--- src/rtl/skin_bbox_detect_pkg.sv ---
// skin_pkg: constants and types shared by the skin detector and the downstream
// gesture classifier.
//   COORD_W / CNT_W   widths of box coordinates and skin pixel count
//   *_DEF             default frame geometry and Cb/Cr skin window
//   BOX_INIT_MIN      start value of the min trackers; any real coordinate is smaller
//   box_t             bounding box plus pixel count, used for accumulators and results
package skin_pkg;

    localparam int COORD_W = 11;
    localparam int CNT_W   = 20;

    localparam int H_ACTIVE_DEF   = 640;
    localparam int V_ACTIVE_DEF   = 480;
    localparam int CB_MIN_DEF     = 80;
    localparam int CB_MAX_DEF     = 130;
    localparam int CR_MIN_DEF     = 140;
    localparam int CR_MAX_DEF     = 180;
    localparam int MIN_PIXELS_DEF = 256;

    localparam logic [COORD_W-1:0] BOX_INIT_MIN = 11'h7FF;
    localparam logic [COORD_W-1:0] COORD_MAX    = '1;
    localparam logic [CNT_W-1:0]   CNT_MAX      = '1;

    typedef struct packed {
        logic [COORD_W-1:0] x_min;
        logic [COORD_W-1:0] x_max;
        logic [COORD_W-1:0] y_min;
        logic [COORD_W-1:0] y_max;
        logic [CNT_W-1:0]   cnt;
    } box_t;

    // Accumulator state at the start of a frame: empty box, zero count.
    function automatic box_t box_init();
        box_t b;
        b.x_min = BOX_INIT_MIN;
        b.x_max = '0;
        b.y_min = BOX_INIT_MIN;
        b.y_max = '0;
        b.cnt   = '0;
        return b;
    endfunction

endpackage

--- src/rtl/skin_bbox_detect_frame_xy_counter.sv ---
// frame_xy_counter: tracks the pixel coordinate of the current cycle from de/vsync.
//   clk, rst        pixel clock, asynchronous active-high reset
//   vsync_i, de_i   sync signals (already aligned with the skin mask)
//   x_o, y_o        coordinate of the pixel presented this cycle (saturating)
//   in_range_o      de high and coordinate inside the active window
//   frame_start_o   vsync rising edge on this cycle
module frame_xy_counter
    import skin_pkg::*;
#(
    parameter int H_ACTIVE = H_ACTIVE_DEF,
    parameter int V_ACTIVE = V_ACTIVE_DEF
)(
    input  logic               clk,
    input  logic               rst,
    input  logic               vsync_i,
    input  logic               de_i,
    output logic [COORD_W-1:0] x_o,
    output logic [COORD_W-1:0] y_o,
    output logic               in_range_o,
    output logic               frame_start_o
);

    localparam logic [COORD_W-1:0] H_LIM = COORD_W'(H_ACTIVE);
    localparam logic [COORD_W-1:0] V_LIM = COORD_W'(V_ACTIVE);

    logic               vs_q;
    logic               de_q;
    logic [COORD_W-1:0] x_q;
    logic [COORD_W-1:0] y_q;
    logic               de_fall;

    assign frame_start_o = vsync_i & ~vs_q;
    assign de_fall       = de_q & ~de_i;

    // x/y hold the coordinate of the pixel seen this cycle; they advance afterwards.
    always_ff @(posedge clk or posedge rst) begin
        if (rst) begin
            vs_q <= 1'b0;
            de_q <= 1'b0;
            x_q  <= '0;
            y_q  <= '0;
        end else begin
            vs_q <= vsync_i;
            de_q <= de_i;
            if (de_fall)
                x_q <= '0;
            else if (de_i && x_q != COORD_MAX)
                x_q <= x_q + 1'b1;
            // frame start has priority over a line end on the same cycle
            if (frame_start_o)
                y_q <= '0;
            else if (de_fall && y_q != COORD_MAX)
                y_q <= y_q + 1'b1;
        end
    end

    assign x_o        = x_q;
    assign y_o        = y_q;
    assign in_range_o = de_i && (x_q < H_LIM) && (y_q < V_LIM);

endmodule

--- src/rtl/skin_bbox_detect.sv ---
// skin_bbox_detect: Cb/Cr window skin classifier with per-frame bounding box.
//   clk, rst                       pixel clock, asynchronous active-high reset
//   pre_frame_vsync/hsync/de       input syncs; vsync rising edge starts a frame
//   img_y, img_cb, img_cr          pixel components (luma is not used)
//   post_frame_vsync/hsync/de      syncs delayed by 2 cycles
//   skin_bin                       skin mask aligned with the delayed syncs
//   bbox_valid                     one-cycle pulse when the result registers update
//   x_min/x_max/y_min/y_max        skin box of the last completed frame
//   pixel_count, hand_present      skin count (saturating) and count >= MIN_PIXELS
module skin_bbox_detect
    import skin_pkg::*;
#(
    parameter int H_ACTIVE   = H_ACTIVE_DEF,
    parameter int V_ACTIVE   = V_ACTIVE_DEF,
    parameter int CB_MIN     = CB_MIN_DEF,
    parameter int CB_MAX     = CB_MAX_DEF,
    parameter int CR_MIN     = CR_MIN_DEF,
    parameter int CR_MAX     = CR_MAX_DEF,
    parameter int MIN_PIXELS = MIN_PIXELS_DEF
)(
    input  logic               clk,
    input  logic               rst,
    input  logic               pre_frame_vsync,
    input  logic               pre_frame_hsync,
    input  logic               pre_frame_de,
    input  logic [7:0]         img_y,
    input  logic [7:0]         img_cb,
    input  logic [7:0]         img_cr,
    output logic               post_frame_vsync,
    output logic               post_frame_hsync,
    output logic               post_frame_de,
    output logic               skin_bin,
    output logic               bbox_valid,
    output logic [COORD_W-1:0] x_min,
    output logic [COORD_W-1:0] x_max,
    output logic [COORD_W-1:0] y_min,
    output logic [COORD_W-1:0] y_max,
    output logic [CNT_W-1:0]   pixel_count,
    output logic               hand_present
);

    localparam logic [7:0]       CB_LO   = 8'(CB_MIN);
    localparam logic [7:0]       CB_HI   = 8'(CB_MAX);
    localparam logic [7:0]       CR_LO   = 8'(CR_MIN);
    localparam logic [7:0]       CR_HI   = 8'(CR_MAX);
    localparam logic [CNT_W-1:0] MIN_CNT = CNT_W'(MIN_PIXELS);

    // Luma is carried on the interface but plays no part in classification.
    logic unused_luma;
    assign unused_luma = ^img_y;

    // ---------------- pixel path ----------------
    logic [3:0] cmp_q;
    logic       skin_q;
    logic [1:0] vs_sr_q;
    logic [1:0] hs_sr_q;
    logic [1:0] de_sr_q;

    // de_sr_q[0] is the stage-1 data enable, bit 1 the stage-2 copy.
    always_ff @(posedge clk or posedge rst) begin
        if (rst) begin
            cmp_q   <= '0;
            skin_q  <= 1'b0;
            vs_sr_q <= '0;
            hs_sr_q <= '0;
            de_sr_q <= '0;
        end else begin
            cmp_q   <= {img_cb > CB_LO, img_cb < CB_HI, img_cr > CR_LO, img_cr < CR_HI};
            skin_q  <= de_sr_q[0] & (&cmp_q);
            vs_sr_q <= {vs_sr_q[0], pre_frame_vsync};
            hs_sr_q <= {hs_sr_q[0], pre_frame_hsync};
            de_sr_q <= {de_sr_q[0], pre_frame_de};
        end
    end

    assign post_frame_vsync = vs_sr_q[1];
    assign post_frame_hsync = hs_sr_q[1];
    assign post_frame_de    = de_sr_q[1];
    assign skin_bin         = skin_q;

    // ---------------- coordinates on the delayed stream ----------------
    logic [COORD_W-1:0] cur_x;
    logic [COORD_W-1:0] cur_y;
    logic               in_range;
    logic               frame_start;

    frame_xy_counter #(
        .H_ACTIVE (H_ACTIVE),
        .V_ACTIVE (V_ACTIVE)
    ) u_xy (
        .clk           (clk),
        .rst           (rst),
        .vsync_i       (vs_sr_q[1]),
        .de_i          (de_sr_q[1]),
        .x_o           (cur_x),
        .y_o           (cur_y),
        .in_range_o    (in_range),
        .frame_start_o (frame_start)
    );

    // ---------------- accumulation and publishing ----------------
    box_t acc_q, acc_d, fold;
    box_t res_q, res_d;
    logic hand_q, hand_d;
    logic valid_q, valid_d;
    logic frame_seen_q, frame_seen_d;
    logic pix_ok;

    assign pix_ok = skin_q & in_range;

    // Accumulators with this cycle's pixel folded in. The snapshot at a frame
    // boundary uses these, so a skin pixel on the vsync edge cycle belongs to
    // the frame that is closing.
    always_comb begin
        fold = acc_q;
        if (pix_ok) begin
            if (acc_q.cnt != CNT_MAX) fold.cnt = acc_q.cnt + 1'b1;
            if (cur_x < acc_q.x_min)  fold.x_min = cur_x;
            if (cur_x > acc_q.x_max)  fold.x_max = cur_x;
            if (cur_y < acc_q.y_min)  fold.y_min = cur_y;
            if (cur_y > acc_q.y_max)  fold.y_max = cur_y;
        end
    end

    always_comb begin
        acc_d        = fold;
        res_d        = res_q;
        hand_d       = hand_q;
        valid_d      = 1'b0;
        frame_seen_d = frame_seen_q;
        if (frame_start) begin
            acc_d        = box_init();
            frame_seen_d = 1'b1;
            // the partial frame before the first boundary is never published
            if (frame_seen_q) begin
                valid_d = 1'b1;
                if (fold.cnt == '0) begin
                    res_d  = '0;
                    hand_d = 1'b0;
                end else begin
                    res_d  = fold;
                    hand_d = (fold.cnt >= MIN_CNT);
                end
            end
        end
    end

    always_ff @(posedge clk or posedge rst) begin
        if (rst) begin
            acc_q        <= box_init();
            res_q        <= '0;
            hand_q       <= 1'b0;
            valid_q      <= 1'b0;
            frame_seen_q <= 1'b0;
        end else begin
            acc_q        <= acc_d;
            res_q        <= res_d;
            hand_q       <= hand_d;
            valid_q      <= valid_d;
            frame_seen_q <= frame_seen_d;
        end
    end

    assign bbox_valid   = valid_q;
    assign x_min        = res_q.x_min;
    assign x_max        = res_q.x_max;
    assign y_min        = res_q.y_min;
    assign y_max        = res_q.y_max;
    assign pixel_count  = res_q.cnt;
    assign hand_present = hand_q;

endmodule

--- config.mk ---
export PLATFORM = sky130hd
export DESIGN_NAME = skin_bbox_detect
export DESIGN_NICKNAME = d
export VERILOG_FILES = /design/src/rtl/skin_bbox_detect_pkg.sv /design/src/rtl/skin_bbox_detect_frame_xy_counter.sv /design/src/rtl/skin_bbox_detect.sv
export SDC_FILE = /design/constraint.sdc
export NUM_CORES = 1
export LEC_CHECK = 0
export CORE_MARGIN = 2
export CORE_UTILIZATION = 50
export DETAILED_ROUTE_END_ITERATION = 7
export GPL_ROUTABILITY_DRIVEN = 0
export GPL_TIMING_DRIVEN = 0
export PLACE_DENSITY = 0.73
export SLEW_MARGIN = 5
export SYNTH_ARGS = -nofsm -noshare
export SYNTH_HDL_FRONTEND = slang
export SYNTH_SLANG_ARGS = --single-unit
--- constraint.sdc ---
create_clock -name clk -period 11.6 [get_ports clk]
set_input_delay 1.16 -clock clk [delete_from_list [all_inputs] [get_ports clk]]
set_output_delay 1.16 -clock clk [all_outputs]
set_load 0.01 [all_outputs]
==> Word-level counts from Yosys, hierarchy flattened <==
Index checks and enable logic that the tools add are counted.
{ "word_totals": {"register_bits": 166, "input_bits": 29, "output_inout_bits": 70, "word_cells": 69} }
{ "classes": {"n_bitwise": 6, "order_cmp": 11, "n_reduce_logical": 9, "n_addsub": 3, "mux": 15, "n_eq_ne": 3} }
{ "ops": {"columns": ["cell", "count"], "rows": [
  ["64-bit 2-to-1 mux", 3],
  ["11-bit 2-to-1 mux", 8],
  ["11-bit by 1-bit adder with 11-bit output (second input constant)", 2],
  ["11-bit > comparator", 2],
  ["11-bit less-than comparator", 2],
  ["11-bit inequality test (second input constant)", 2],
  ["20-bit by 1-bit adder with 20-bit output (second input constant)", 1],
  ["20-bit by 9-bit greater-or-equal comparator with 1-bit output (second input constant)", 1],
  ["20-bit zero test", 1],
  ["20-bit 2-to-1 mux", 1],
  ["20-bit inequality test (second input constant)", 1],
  ["8-bit less-than comparator (second input constant)", 2],
  ["11-bit by 10-bit less-than comparator with 1-bit output (second input constant)", 1],
  ["11-bit by 9-bit less-than comparator with 1-bit output (second input constant)", 1],
  ["8-bit by 7-bit > comparator with 1-bit output (second input constant)", 1],
  ["8-bit > comparator (second input constant)", 1],
  ["1-bit AND", 4],
  ["1-bit logical AND", 4],
  ["4-bit AND reduction", 1],
  ["2-bit nonzero test", 2],
  ["1-bit 2-to-1 mux", 3],
  ["1-bit inverter", 2],
  ["2-bit AND reduction", 1]
]} }

==> Depth between registers and ports, before layout <==
Gate-level depths: netlist (run 1).
{ "depth": {"word_depth": 7, "depth_mapped": 10, "depth_no_buf": 9} }

==> Modules after synthesis <==
From an unflattened synthesis (run 1), not the netlist that was laid out.
{ "hier_totals": {"hier_cells": 830, "area_unflattened_um2": 8649.5} }
{ "modules_own_cells": {"columns": ["module", "n_inst", "cells_per_inst", "area_per_inst_um2", "seq_area_each_um2"], "rows": [
  ["skin_bbox_detect", 1, 698, 7365.8, 3580.9],
  ["frame_xy_counter", 1, 132, 1283.7, 600.6]
]} }

==> Worst setup path after synthesis (run 1) <==
OpenSTA, ideal clock, no wires.
{ "synth_timing": {"path_type": "register to register", "from": "reg u_xy.y_q[9], in the netlist u_xy.y_o[9]", "to": "reg res_q, in the netlist x_min[0]", "t_arrival_ns": 2.596, "setup_slack_ns": 8.856, "synth_period_minus_slack_ns": 2.744, "stages_incl_launch_ff": 9, "setup_ns": 0.148, "path_cell_list": "dfrtp_1 nor4b_4 nand4_2 or4_1 o21ai_0 o2111ai_1 nor4_4 buf_6 a211oi_2"} }
{ "synth_via": {"elab_chain_cells": 6} }
{ "synth_lines": {"columns": ["element", "line_no", "text"], "rows": [
  ["start: declaration", "skin_bbox_detect_frame_xy_counter.sv:29", "logic [COORD_W-1:0] y_q;"],
  ["start signal: assignment", "skin_bbox_detect_frame_xy_counter.sv:53", "y_q <= y_q + 1'b1;"],
  ["11-bit by 9-bit less-than comparator with 1-bit output *", "skin_bbox_detect_frame_xy_counter.sv:59", "assign in_range_o = de_i && (x_q < H_LIM) && (y_q < V_LIM);"],
  ["1-bit logical AND *", "skin_bbox_detect_frame_xy_counter.sv:59", null],
  ["1-bit AND *", "skin_bbox_detect.sv:109", "assign pix_ok = skin_q & in_range;"],
  ["64-bit 2-to-1 mux *", "skin_bbox_detect.sv:116", "if (pix_ok) begin"],
  ["20-bit zero test", "skin_bbox_detect.sv:137", "if (fold.cnt == '0) begin"],
  ["64-bit 2-to-1 mux *", "skin_bbox_detect.sv:137", null],
  ["end signal: assignment", "skin_bbox_detect.sv:157", "res_q <= res_d;"],
  ["end: declaration", "skin_bbox_detect.sv:103", "box_t res_q, res_d;"]
]} }
Every way passes the cells marked *; elsewhere a longest branch is shown, timed or not.
A chain may end at the register's enable or synchronous reset.

==> Worst setup path after layout (run 1) <==
{ "layout_timing": {"from": "reg acc_q[0] in the netlist's numbering", "to": "reg res_q, in the netlist y_min[5]"} }
{ "layout_via": {"elab_chain_cells": 5, "word_cells_on_any_way": 6, "cone_classes": "add/sub: 1; eq/ne: 1; mux: 3; reduce/logical: 1"} }
{ "layout_lines": {"columns": ["element", "line_no", "text"], "rows": [
  ["start: declaration", "skin_bbox_detect.sv:102", "box_t acc_q, acc_d, fold;"],
  ["start signal: assignment", "skin_bbox_detect.sv:150", "acc_q <= box_init();"],
  ["20-bit by 1-bit adder with 20-bit output or 20-bit inequality test (tied branches)", "skin_bbox_detect.sv:117", "if (acc_q.cnt != CNT_MAX) fold.cnt = acc_q.cnt + 1'b1;"],
  ["20-bit 2-to-1 mux", "skin_bbox_detect.sv:117", null],
  ["64-bit 2-to-1 mux *", "skin_bbox_detect.sv:116", null],
  ["20-bit zero test *", "skin_bbox_detect.sv:137", null],
  ["64-bit 2-to-1 mux *", "skin_bbox_detect.sv:137", null]
]} }
Marks and branches as above.

==> results of run 1 <==
## sequential cells by signal, summed over array words and instances (netlist names)
signal	cells
acc_q	64
u_xy.y_o	11
bbox_valid	1
hs_sr_q	2
x_min	11
y_max	11
u_xy.vs_q	1
u_xy.x_o	11
vs_sr_q	2
pixel_count	20
u_xy.de_q	1
y_min	11
skin_bin	1
de_sr_q	2
frame_seen_q	1
hand_present	1
x_max	11
cmp_q	4
## stage by stage
| step | worst slack, ns | util | instances | area, um2 | power (mW) |
|---|---|---|---|---|---|
| final | 7.99 | 0.617 | 1159 | 10200 | 1.36 |
| after CTS | 8.01 | 0.617 | 1159 | 10200 | 1.37 |
| after detailed placement | 8.03 | 0.585 | 1127 | 9660 | 0.856 |
| after global placement | 3.78 | 0.583 | 1126 | 9630 | 0.852 |
| after global routing | 7.62 | 0.617 | 1159 | 10200 | 1.42 |
| after floorplan | 5.99 | - | 816 | 8450 | 0.767 |
## cell usage in the layout (no fill, tap or decap), types with 17 or more instances in the layout
cell type	Yosys	layout
nand3_1	24	24
o21ai_0	41	41
clkbuf_16	0	17
a21oi_1	17	17
mux2i_1	44	44
clkdlybuf4s50_1	2	92
a211oi_1	23	23
clkbuf_1	25	26
dfrtp_1	144	144
nand4_1	22	22
inv_1	50	49
dfstp_2	22	22
ha_1	45	45
nand2_1	73	73
nor2_1	111	111
## final cells by class
type	instances	area [um2]	share of cell area
sequential	166	4180	0.410
clock inverter	12	81.3	0.00797
inverter	50	195	0.0191
timing repair buffer	91	928	0.0910
multi-input combinational	556	3770	0.370
clock buffer	20	457	0.0448
tap	220	275	0.0270
buffer	44	312	0.0305
## final timing paths
path,from,cells past startpoint,endpoint
worst min register to register,hs_sr_q[0]$_DFF_PP0_,0,hs_sr_q[1]$_DFF_PP0_
min in group asynchronous,rst,2,pixel_count[6]$_DFFE_PP0P_
max in group asynchronous,rst,3,skin_bin$_DFF_PP0_
worst min-delay path,hs_sr_q[0]$_DFF_PP0_,0,hs_sr_q[1]$_DFF_PP0_
worst max register to register,acc_q[0]$_DFF_PP0_,9,y_min[5]$_DFFE_PP0P_
worst max-delay path,acc_q[0]$_DFF_PP0_,9,y_min[5]$_DFFE_PP0P_
## report_power, final
part           switching, mW  total [mW]  internal (mW)
Combinational         0.0992       0.197         0.0979
Sequential            0.0295       0.648          0.619
Clock                  0.233       0.517          0.283
## logic make-up (layout without fill, tap and decap cells)
family | after synthesis | count (layout) | share of synthesized area
AO/OA/AOI/OAI | 147 | 147 | 0.129
XOR/XNOR | 27 | 27 | 0.0280
adder cells (fa/ha/maj) | 45 | 45 | 0.0666
buffers and inverters | 94 | 217 | 0.0591
flip-flops | 166 | 166 | 0.495
multiplexers | 46 | 46 | 0.0548
AND/OR/NAND/NOR | 291 | 291 | 0.167
## cell usage after synthesis (22+ instances only)
cell type	instances	share of area
ha_1	45	0.067
o21ai_0	41	0.024
nand3_1	24	0.014
nor2_1	111	0.049
nand4_1	22	0.016
nand2_1	73	0.032
mux2i_1	44	0.052
inv_1	50	0.022
dfrtp_1	144	0.43
clkbuf_1	25	0.011
dfstp_2	22	0.068
a211oi_1	23	0.020
## routing by layer
metal  track usage  vias to the layer above  share of wire
met2         0.345                      129           0.47
met5             0                        -              0
met4        0.0733                        0          0.016
li1              -                     3101              -
met3        0.0416                       24          0.039
met1         0.301                     3151           0.48
==> flow_summary.yaml, run 1 <==
routing:
  drt_iter0_markers: 310
  drt_first_pass_iters: 4
  drt-total-wl_mm: 18.6
  wl_per_cell_um: 16.0
  dr_total_vias: 6405
  drc: 0
  viasPerCell: 5.53
  ant_nets: 0
placed_design:
  portBuffers: 90
  place_hpwl_mm: 13.1
critical_path:
  path_cells: "ha_1, nand3_2, nor3_1, a2111oi_0, xnor2_1, o2111ai_1, nor4_4, buf_6, a211oi_1"
  crit_type: "reg2reg"
  end_kind: "flip-flop"
  crit_family: "simple AND/OR/NAND/NOR gates"
  worst_ep_arrival_time_ns: 3.89
  cp-start-kind: "flip-flop"
  crit_fanout: 10
  cp.buffers_inverters: 1
  critPathSlowestCell: "nor4_4"
  cp.required_ns: 11.87
  critPathMaxStageDelay_ns: 0.76
  r2r_setup_slack_ns: 7.99
die:
  initial_core_util: 0.511
  die_w_um: 134
  coreArea_mm2: 0.0165
  die-area_mm2: 0.0180
  die_height_um: 134
  rows: 47
  pin_count: 99
global_route:
  gr-usage-all-layers: 0.217
  globalRoute.totalOverflow: 0
  grt_first_pass_wirelength_mm: 31.0
  antenna_found_initial: 0
  grt_max_degree: 113
  first_global_vias: 6159
yosys:
  yosysUniqueCellTypes: 61
  ys.flop_type: "dfrtp_1"
  yosysWarnings: 0
  syn_inst: 816
  syn_area_mm2: 0.00845
  synth-async-reset-ratio: 1.00
  syn_area_per_cell_um2: 10.4
  synth_edf_count: 0
  mappedNetlistNets: 890
  ys_seq_area_frac: 0.495
  ys_ff_latch: 166
sta:
  hold_slack_ns: 0.356
  setup_viol: 0
  maxSlewViolCount: 0
  clock_skew_ns: 0.00877
  hold_violations: 0
  fin_setup_tns_ns: 0
  worst_slew_pin_slew_ns: 1.14
  fmax_mhz: 277
  period_needed_ns: 3.61
  period_share: 0.312
  rsz0062_at_grt: "no"
  slew_headroom: 0.229
clock_tree:
  cts-root-buf: "clkbuf_16"
  clock_sinks: 166
  cts_resized: 0
  cts_buffers: 17
  clk_path_buf_depth: 2
  postCtsSetupRepairBufs: 0
  htreeDepth: 4
  clock_latency_ns: 0.43
  cts_hold_buf: 0
  clkTransAtPathRegs_ns: 0.06
  cts_tree: "done"
cells_and_area:
  drive_above_1_share: 0.113
  num-fill-cells: 1369
  syn_to_final_growth_pct: 20.7
  insertedDiodeCount: 0
  nNetsFinal: 1000
power_and_ir_drop:
  p_leak_nw: 4.74
  power_density_mw_per_mm2: 134
  ir_worst_vdd_mv: 0.113
min_path:
  hold_path_class: "reg2reg"
run:
  max-cap-violations: 0
status:
  status: "completed"
No activity file was read; power rests on OpenSTA's default activity.
==> run 2, diff against run 1 <==
- PLACE_DENSITY: 0.73 -> 0.75
- clock period: 11.6 -> 3.25 ns (I/O delays scaled with it)
==> flow_summary.yaml, run 2 (synthesized netlist as in run 1, its figures left out) <==
cells_and_area:
  fin_util: 0.636
  largest-register: "acc_q"
  insertedDiodeCount: 0
  drive_above_1_share: 0.131
  final_common_cell: "dfrtp_1"
  stdcell_area_mm2: 0.0105
  largest_reg_flops: 64
  layout_common_cells: "144 x dfrtp_1, 110 x nor2_1, 92 x clkdlybuf4s50_1"
  fin_cells: 1168
  nNetsFinal: 1009
  syn_to_final_growth_pct: 24.4
placed_design:
  dp.cells: 1131
  place_hpwl_mm: 13.7
  portBuffers: 90
  post_dp_cell_area_mm2: 0.00975
routing:
  wl_per_cell_um: 16.7
  dr_total_vias: 6415
  drt_first_pass_iters: 5
  viasPerCell: 5.49
  drc: 0
  drt_iter0_markers: 426
  ant_nets: 0
  drt-total-wl_mm: 19.5
die:
  die_height_um: 134
  die-area_mm2: 0.0180
  pin_count: 99
  coreArea_mm2: 0.0165
  rows: 47
  initial_core_util: 0.511
  die_w_um: 134
sta:
  fin_setup_tns_ns: 0
  worst_slew_pin_slew_ns: 0.757
  period_share: 0.955
  maxSlewViolCount: 0
  fmax_mhz: 322
  hold_slack_ns: 0.287
  slew_headroom: 0.491
  period_needed_ns: 3.11
  setup_viol: 0
  hold_violations: 0
  clock_skew_ns: 0.00983
  rsz0062_at_grt: "no"
min_path:
  hold_path_class: "in2async"
global_route:
  globalRoute.totalOverflow: 0
  antenna_found_initial: 0
  grt_max_degree: 37
  gr-usage-all-layers: 0.233
  grt_first_pass_wirelength_mm: 32.9
  first_global_vias: 6545
critical_path:
  reg2reg_depth: 8
  path_cells: "ha_1, a211o_1, o2111ai_1, a21oi_1, o41ai_1, clkbuf_2, mux2i_1, a211oi_1"
  crit_fanout: 10
  cp.required_ns: 3.54
  critPathMaxStageDelay_ns: 0.62
  worst_ep_arrival_time_ns: 3.39
  critPathSlowestCell: "o41ai_1"
  crit_type: "reg2reg"
  cp-start-kind: "flip-flop"
  end_kind: "flip-flop"
power_and_ir_drop:
  p_leak_nw: 4.89
  ir_worst_vdd_mv: 0.366
  power_density_mw_per_mm2: 496
clock_tree:
  cts_tree: "done"
  htreeDepth: 4
  clock_latency_ns: 0.43
  cts_hold_buf: 0
  clkTransAtPathRegs_ns: 0.07
  cts-root-buf: "clkbuf_16"
  clk_path_buf_depth: 2
  clock_sinks: 166
  cts_buffers: 17
run:
  max-cap-violations: 0
status:
  status: "completed"
run 2: changes by cell type in the layout (fill, tap and decap cells not counted), moves of 2 or more:
cell and change:
buf_12 +3, buf_4 +5, bufinv_16 +5, clkbuf_1 +2, a2111oi_0 -2, clkinvlp_4 -4
run 2: path summary, 6_finish.rpt:
path / startpoint / to / slack [ns]
worst max register to register: u_xy.x_o[6]$_DFFE_PP0P_ / x_max[6]$_DFFE_PP0P_ / 0.14
max in group asynchronous: rst / acc_q[40]$_DFF_PP1_ / 1.89
worst min-delay path: rst / hs_sr_q[1]$_DFF_PP0_ / 0.29
worst min register to register: hs_sr_q[0]$_DFF_PP0_ / hs_sr_q[1]$_DFF_PP0_ / 0.34
worst max-delay path: u_xy.x_o[6]$_DFFE_PP0P_ / x_max[6]$_DFFE_PP0P_ / 0.14
min in group clk: pre_frame_hsync / hs_sr_q[0]$_DFF_PP0_ / 0.33
run 2: per-layer routing:
metal	wire (um)	up-vias	GRT usage
li1	-	3102	-
met1	8920	3112	0.314
met2	9330	178	0.376
met3	917	23	0.0469
met4	325	0	0.0804
met5	0	-	0
run 2: cell type report:
class | instances | area, um2
clock buffer | 22 | 454
inverter | 50 | 191
timing repair buffer | 100 | 1050
clock inverter | 10 | 180
buffer | 44 | 313
multi-input combinational | 556 | 3860
sequential | 166 | 4180
tap | 220 | 275
fill | 1319 | 6010
run 2: per-stage QoR:
| step | power (mW) | worst slack, ns |
|---|---|---|
| after floorplan | 2.74 | 0.506 |
| after global placement | 3.04 | -0.534 |
| after detailed placement | 3.07 | -0.254 |
| after CTS | 5.25 | 0.0499 |
| after global routing | 5.44 | 0.00754 |
| final | 5.21 | 0.145 |
run 2: worst max-delay path, delay by kind of cell, from the launching register on:
family                     cells  cell delay, ns
adders and majority gates      1            0.38
DFF                            1            0.48
muxes                          1            0.38
AOI/OAI and AO/OA              5            1.30
buffers and inverters          1            0.43
run 2: timing repair:
item	CTS	global route
gates resized for setup	3	16
pin swaps	1	3
buffers inserted	3	2
endpoints found under the setup margin	42	50
run 2: power breakdown:
group          internal [mW]  switching (mW)
sequential              2.21           0.103
combinational          0.364           0.363
clock                   1.38           0.797
total                   3.95            1.26
